--- src/rtl/i2c_bridge_pkg.sv ---
// Shared definitions for the I2C-to-SPI bridge: FSM states, default address, byte width.
package i2c_bridge_pkg;
    localparam int         BYTE_W       = 8;
    localparam logic [6:0] DEF_TGT_ADDR = 7'h2A;

    typedef enum logic [2:0] {
        S_IDLE,
        S_ADDR,
        S_ADDR_ACK,
        S_DATA,
        S_DATA_ACK,
        S_IGNORE
    } i2c_state_t;
endpackage

--- src/rtl/i2c_in_filter.sv ---
// Two-flop synchroniser followed by a stability filter: the output follows the
// synced level only after FILT consecutive equal samples that differ from it.
module i2c_in_filter
    import i2c_bridge_pkg::*;
#(
    parameter int FILT = 3
) (
    input  logic clk,
    input  logic rst,
    input  logic din,
    output logic dout
);
    localparam int             CW   = (FILT > 1) ? $clog2(FILT) : 1;
    localparam logic [CW-1:0]  LAST = CW'(FILT - 1);

    logic          s1, s2;
    logic [CW-1:0] cnt;

    // Idle I2C bus is high, so everything resets to 1 to avoid false edges.
    always_ff @(posedge clk) begin
        if (rst) begin
            s1   <= 1'b1;
            s2   <= 1'b1;
            dout <= 1'b1;
            cnt  <= '0;
        end else begin
            s1 <= din;
            s2 <= s1;
            if (s2 == dout) begin
                cnt <= '0;
            end else if (cnt == LAST) begin
                dout <= s2;
                cnt  <= '0;
            end else begin
                cnt <= cnt + CW'(1);
            end
        end
    end
endmodule

--- src/rtl/i2c_target_rx.sv ---
// Write-only I2C target front-end: START/STOP detect, address match, byte ACK,
// and a one-byte valid/ready holding register with frame markers.
module i2c_target_rx
    import i2c_bridge_pkg::*;
#(
    parameter logic [6:0] TGT_ADDR = DEF_TGT_ADDR,
    parameter int         FILT     = 3
) (
    input  logic              clk,
    input  logic              rst,
    input  logic              scl_i,
    input  logic              sda_i,
    output logic              sda_oe,
    output logic [BYTE_W-1:0] m_data,
    output logic              m_valid,
    input  logic              m_ready,
    output logic              frame_start,
    output logic              frame_end,
    output logic              overrun,
    output logic              busy
);
    i2c_state_t  state, nxt;
    logic        scl_f, sda_f, scl_q, sda_q;
    logic        scl_rise, scl_fall, start_c, stop_c;
    logic [6:0]  shift;
    logic [2:0]  bitcnt;
    logic [7:0]  byte_full;
    logic        last_bit, hold_free;
    logic        ack_drv, in_frame;
    logic        shift_en, load, ovf, ack_on, ack_off, fs_set;

    i2c_in_filter #(.FILT(FILT)) u_scl (.clk(clk), .rst(rst), .din(scl_i), .dout(scl_f));
    i2c_in_filter #(.FILT(FILT)) u_sda (.clk(clk), .rst(rst), .din(sda_i), .dout(sda_f));

    always_ff @(posedge clk) begin
        if (rst) begin
            scl_q <= 1'b1;
            sda_q <= 1'b1;
        end else begin
            scl_q <= scl_f;
            sda_q <= sda_f;
        end
    end

    assign scl_rise  = scl_f & ~scl_q;
    assign scl_fall  = ~scl_f & scl_q;
    assign start_c   = scl_f & scl_q & sda_q & ~sda_f;
    assign stop_c    = scl_f & scl_q & ~sda_q & sda_f;
    assign byte_full = {shift, sda_f};
    assign last_bit  = (bitcnt == 3'd7);
    assign hold_free = ~m_valid | m_ready;

    // State register
    always_ff @(posedge clk) begin
        if (rst) state <= S_IDLE;
        else     state <= nxt;
    end

    // Next state; bus conditions override bit handling in every state
    always_comb begin
        nxt = state;
        if (start_c) begin
            nxt = S_ADDR;
        end else if (stop_c) begin
            nxt = S_IDLE;
        end else begin
            case (state)
                S_ADDR:
                    if (scl_rise && last_bit)
                        nxt = (byte_full[7:1] == TGT_ADDR && !byte_full[0]) ? S_ADDR_ACK : S_IGNORE;
                S_ADDR_ACK, S_DATA_ACK:
                    if (scl_fall && ack_drv) nxt = S_DATA;
                S_DATA:
                    if (scl_rise && last_bit) nxt = hold_free ? S_DATA_ACK : S_IGNORE;
                default: nxt = state;
            endcase
        end
    end

    // Outputs and datapath strobes
    always_comb begin
        shift_en = 1'b0;
        load     = 1'b0;
        ovf      = 1'b0;
        ack_on   = 1'b0;
        ack_off  = 1'b0;
        fs_set   = 1'b0;
        sda_oe   = ack_drv;
        if (!start_c && !stop_c) begin
            shift_en = scl_rise && (state == S_ADDR || state == S_DATA);
            load     = (state == S_DATA) && scl_rise && last_bit && hold_free;
            ovf      = (state == S_DATA) && scl_rise && last_bit && !hold_free;
            ack_on   = (state == S_ADDR_ACK || state == S_DATA_ACK) && scl_fall && !ack_drv;
            ack_off  = (state == S_ADDR_ACK || state == S_DATA_ACK) && scl_fall && ack_drv;
            fs_set   = (state == S_ADDR_ACK) && ack_on;
        end
    end

    always_ff @(posedge clk) begin
        if (rst) begin
            shift       <= '0;
            bitcnt      <= '0;
            ack_drv     <= 1'b0;
            in_frame    <= 1'b0;
            m_data      <= '0;
            m_valid     <= 1'b0;
            frame_start <= 1'b0;
            frame_end   <= 1'b0;
            overrun     <= 1'b0;
            busy        <= 1'b0;
        end else begin
            frame_start <= 1'b0;
            frame_end   <= 1'b0;
            if (m_valid && m_ready) m_valid <= 1'b0;
            if (start_c || stop_c) begin
                // Partial bits are dropped; an undrained byte stays in the holding reg.
                ack_drv   <= 1'b0;
                bitcnt    <= '0;
                busy      <= start_c;
                frame_end <= in_frame;
                in_frame  <= 1'b0;
            end else begin
                if (shift_en) begin
                    shift  <= byte_full[6:0];
                    bitcnt <= bitcnt + 3'd1;
                end
                if (ack_on)  ack_drv <= 1'b1;
                if (ack_off) ack_drv <= 1'b0;
                if (fs_set) begin
                    frame_start <= 1'b1;
                    in_frame    <= 1'b1;
                end
                if (load) begin
                    m_data  <= byte_full;
                    m_valid <= 1'b1;
                end
                if (ovf) overrun <= 1'b1;
            end
        end
    end
endmodule

--- config.mk ---
export PLATFORM = sky130hd
export DESIGN_NAME = i2c_target_rx
export DESIGN_NICKNAME = d
export VERILOG_FILES = /design/src/rtl/i2c_bridge_pkg.sv /design/src/rtl/i2c_in_filter.sv /design/src/rtl/i2c_target_rx.sv
export SDC_FILE = /design/constraint.sdc
export NUM_CORES = 1
export LEC_CHECK = 0
export ABC_AREA = 0
export BUFFER_PORTS_ARGS = -buffer_cell sky130_fd_sc_hd__buf_2
export CORE_MARGIN = 2
export CORE_UTILIZATION = 45
export CTS_CLUSTER_DIAMETER = 40
export DETAILED_ROUTE_END_ITERATION = 10
export PLACE_DENSITY_LB_ADDON = 0.1
export SYNTH_ARGS = -nofsm -noshare
export SYNTH_HDL_FRONTEND = slang
export SYNTH_SLANG_ARGS = --single-unit
--- constraint.sdc ---
create_clock -name clk -period 1.4 [get_ports clk]
set_input_delay 0.07 -clock clk [delete_from_list [all_inputs] [get_ports clk]]
set_output_delay 0.07 -clock clk [all_outputs]
set_load 0.01 [all_outputs]
* After elaboration in Yosys (flattened, before gate mapping) *
Index checks and enable logic that the tools add are counted.

storage, ports and cells
  register bits after elaboration = 40
  latch bits = 0
  bits in writable memories = 0
  bits in read-only memories = 0
  input port bits = 5
  output and inout port bits = 14
  logic and storage cells = 113
  memories kept = 0

operators by class
  $add $sub $neg = 3
  multiply operators = 0
  divide/modulo/power cells = 0
  magnitude comparators = 0
  eq/ne operators = 16
  shift operators = 0
  muxes and demuxes = 18
  bitwise gates (word level) = 16
  reduce and logical (&&, ||, !) cells = 38

operator list
  kind                                                              number
  1-bit logical AND                                                 14
  1-bit 2-to-1 mux                                                  13
  3-bit 2-to-1 mux                                                  4
  4-bit inequality test (second input constant)                     3
  3-bit OR reduction                                                4
  2-bit AND reduction                                               5
  3-bit case mux with 3 select lines                                1
  1-bit NOT                                                         8
  4-bit AND reduction                                               2
  1-bit bitwise AND                                                 7
  7-bit by 6-bit == test with 1-bit output (second input constant)  1
  3-bit by 2-bit == test with 1-bit output (second input constant)  2
  3-bit == test (second input constant)                             2
  2-bit inequality test (second input constant)                     3
  2-bit OR reduction                                                3
  1-bit logical NOT                                                 5
  5-bit nonzero test                                                1
  2-bit by 1-bit adder with 2-bit output (second input constant)    2
  2-bit == test (second input constant)                             2
  3-bit by 1-bit adder with 3-bit output (second input constant)    1
  3-bit by 1-bit == test with 1-bit output (second input constant)  1
  1-bit logical OR                                                  3
  3-bit nonzero test                                                1
  1-bit == test                                                     2
  1-bit bitwise OR                                                  1

* Depth between registers and ports, before layout *
  depth in word-level cells = 8
  depth in mapped cells = 6

* Cells and area by module *
From an unflattened synthesis, not the netlist that was laid out.

second synthesis, totals
  cell total of the unflattened synthesis = 160
  area, all modules = 1602.8 sq um

by module, submodules not included
  module         instances  cells an instance  area an instance (sq um)
  i2c_target_rx  1          132                1270.0
  i2c_in_filter  2          14                 166.4

* Worst setup path before layout *
No wires, ideal clock.

  path type = reg-to-reg
  start = register bitcnt[0]
  end = register state[1]
  library setup time = 0.124 ns
  arrival = 1.159 ns
  path slack = 0.116 ns
  stages on the path, launching flop included = 6
  path buffers = 0
  clock period less this slack = 1.284 ns
  path through = dfxtp_1 > ha_1 > ha_1 > and2_1 > nor3b_1 > nor3b_2

between the ends
  cells in the longest elaborated chain, start to end = 4
  elaborated cells between the ends (all ways) = 5
  classes of those cells = eq/ne: 3; reduce/logical: 2

RTL lines
  item                               RTL line                                  text
  start, declared                    i2c_target_rx.sv:26                       logic [2:0] bitcnt;
  start signal, assigned             i2c_target_rx.sv:125                      bitcnt <= bitcnt + 3'd1;
  3-bit == test (*)                  i2c_target_rx.sv:50                       assign last_bit = (bitcnt == 3'd7);
  1-bit logical AND (*)              i2c_target_rx.sv:69, i2c_target_rx.sv:74
  2-bit inequality test (no line)    -
  4-bit AND reduction (no line) (*)  -
  end signal, assigned               i2c_target_rx.sv:56                       else state <= nxt;
  end, declared                      i2c_target_rx.sv:22                       i2c_state_t state, nxt;

Every way passes the cells marked *; elsewhere a longest branch is shown, timed or not.
A chain may end at the register's enable or synchronous reset.

* Worst setup path in the final report *
  start = register state[2]
  end = register m_data[5]

between the ends
  cells in the longest elaborated chain, start to end = 6

RTL lines
  item                                      RTL line              text
  3-bit by 2-bit == test with 1-bit output  i2c_target_rx.sv:91   load = (state == S_DATA) && scl_rise && last_bit && hold_free;
  1-bit logical AND (3 in series)           i2c_target_rx.sv:91
  1-bit 2-to-1 mux                          i2c_target_rx.sv:89   if (!start_c && !stop_c) begin
  2-bit AND reduction (no line)             -
  end signal, assigned                      i2c_target_rx.sv:134  m_data <= byte_full;
  end, declared                             i2c_target_rx.sv:14   output logic [BYTE_W-1:0] m_data,

No other way between the ends.

==> impl_metrics.ini <==
[critical_path]
reg2reg_from = state[2]
crit_path_end_kind = flop
crit_required_ns = 1.64
crit_path_start_kind = flop
worstPathMaxFanout = 8
ff2ff_setup_slack_ns = 0.06
arrival_ns = 1.59
crit_type = reg2reg
setup.worst_path.start = state[2]

[logic_synthesis]
synthTopCellsByCount = dfxtp_1 (40), nand2_1 (24), nor2_1 (17)
async_flop_share_pct = 0
ys_warn_count = 0
synth_top_area_share_pct = 50.5
synth_top_flop_cell = dfxtp_1
ys_seq_area_share_pct = 50.5
synthCells = 163
synth.most_common_cell = dfxtp_1
synth_cell_type_count = 35
synth_nets = 172
synth.largest_area_cell = dfxtp_1
synthesis.area_mm2 = 0.00159
synth_enable_flop_cells = 0
synth_area_leaders = dfxtp_1 (50%), nand2_1 (5.7%), mux2i_1 (5.0%)
synth_seq_cells = 40
syn_avg_cell_area_um2 = 9.73

[finish]
drive_above_1_share_pct = 28.6
nets = 201
diodes = 0
fillers = 330
fin_cells = 238
utilization_pct = 55.5
syn_to_final_growth_pct = 17.6

[floorplan]
die_area_mm2 = 0.00402
core-area_mm2 = 0.00336
die_height_um = 63.4
ioPinCount = 19
std_cell_rows = 21
start_util_pct = 47.2
die_w_um = 63.4

[placed_design]
dp_hpwl_um = 2020
gp_congestion = 0.779
pre_cts_ws_ns = 0.0169
port_buffers = 18
dp.cells = 229

[timing]
maxSlewHeadroom_pct = 74.9
rsz0062_at_grt = true
finalCriticalPeriod_ns = 1.34
worst_slack_ns = 0.0568
max_freq_ghz = 0.745
slew_violations = 0
finalClockSkew_ns = 0.0177
hold_viol = 0
worst_pin_slew_ns = 0.375
setup-tns-final_ns = 0
finalCritPeriodShare_pct = 95.9
setup_viol = 0

[grt]
grt_pass1_vias = 1161
grt_max_degree = 21
grt_pass1_wl_um = 5160
grt.total_usage_pct = 16.4
grt_antenna_before_repair = 0
grt_overflow = 0

[routing]
finalWirelength_um = 2800
antenna_left = 0
first_pass_iters = 4
vias = 1189
route.detailed.wl_per_inst_um = 11.8
drc = 0
vias_per_cell = 5.00
dr.first_iter.drc_count = 52

[status]
status = finished clean

[cts]
cts_tree = built
cts_buffers = 5
cts_setup_buffers = 0
clkTransAtPathRegs_ns = 0.12
cts.sinks = 40
clk_latency_ns = 0.35
cts-root-buf = clkbuf_4
htreeDepth = 2
cts_buffer_depth = 2

[pwr]
ir_worst_vdd_mv = 0.673
p_leak_nw = 0.810
powerDensity_mw_per_mm2 = 929

[run]
cap_violations = 0

[hold_path]
min_path_type = in2reg
min-delay-start = rst
[logic make-up after synthesis]
kind of cell               Yosys count  share of synthesized area, %
AOI/OAI and AO/OA                   20                          7.41
xor gates and xnor gates             6                          3.31
adders and majority gates            4                          3.15
buffers and inverters               12                          4.10
DFF                                 40                          50.5
muxes                                8                          5.05
and+or+nand+nor                     73                          26.5
[placed cells by master, fill, tap and decap left out, drive strengths merged]
cell	instances
a211o	2
xor2	2
or2	6
o21ai	1
and4bb	1
o31ai	1
a31oi	3
clkbuf	5
nor4bb	1
dlygate4sd3	2
mux2i	8
nor4b	1
nand2b	2
inv	4
and3b	1
nand4	1
a21oi	12
clkinv	1
a311oi	1
buf	28
and4b	2
nor3b	5
dfxtp	40
nand2	24
and2	2
nand4b	1
or3	2
xnor2	4
nand3	4
ha	4
clkinvlp	1
nor2b	3
nor2	17
[path summary, 6_finish.rpt]
check	depth (start not counted)	to
min reg2reg	1	u_sda.cnt[0]
max	4	m_data[5]
min	2	m_data[4]
max reg2reg	4	m_data[5]
[metal layers]
layer | GRT usage (%) | vias up | part of all wire (%) | wire [um]
li1 | - | 606 | - | -
met1 | 19.9 | 559 | 47 | 1320
met2 | 25.9 | 18 | 47 | 1320
met3 | 6.61 | 6 | 3.9 | 108
met4 | 6.25 | 0 | 1.8 | 51
met5 | 0 | - | 0 | 0
[worst max-delay path: stages (launching register included)]
cell and delay (ns):
dfxtp_4 0.38, and4bb_4 0.38, nand4_4 0.22, mux2i_1 0.22, nor2_1 0.06
[area by class of cell]
cell class / count / area, um^2 / share of cell area (%)
Timing Repair Buffer: 30 / 185 / 9.93
Sequential cell: 40 / 810 / 43.4
Clock buffer: 5 / 37.5 / 2.01
Tap cell: 46 / 57.6 / 3.09
Multi-Input combinational cell: 111 / 748 / 40.1
Clock inverter: 2 / 12.5 / 0.671
Inverter: 4 / 15.0 / 0.805
[flip-flops by register name, indices dropped and copies added (netlist names)]
| register | count |
|---|---|
| m_data | 8 |
| shift | 7 |
| bitcnt | 3 |
| state | 3 |
| u_scl.cnt | 2 |
| u_sda.cnt | 2 |
| busy | 1 |
| frame_end | 1 |
| frame_start | 1 |
| in_frame | 1 |
| m_valid | 1 |
| overrun | 1 |
| scl_q | 1 |
| sda_oe | 1 |
| sda_q | 1 |
| u_scl.dout | 1 |
| u_scl.s1 | 1 |
| u_scl.s2 | 1 |
| u_sda.dout | 1 |
| u_sda.s1 | 1 |
| u_sda.s2 | 1 |
[repair_timing]
action | 4_1_cts | 5_1_grt
hold buffers | 2 | 0
cloned | 0 | 0
pin swaps | 0 | 5
endpoints found under the hold margin | 2 | 0
gates resized for setup | 2 | 9
endpoints found under the setup margin | 2 | 12
[stage by stage]
stage               total power, mW  hold WS (ns)  area (um^2)
floorplan                      1.20         0.174         1590
global placement               1.22         0.253         1760
detailed placement             1.22         0.260         1760
CTS                            1.75        0.0771         1840
global route                   1.84        0.0739         1870
finish                         1.73        0.0703         1870
[power by group]
group	switching [mW]	internal, mW	total, mW
registers	0.00369	1.14	1.15
clock network	0.355	0.183	0.539
logic	0.0243	0.0224	0.0467
total	0.383	1.35	1.73
Note: power is estimated with default switching activity, not from simulation.
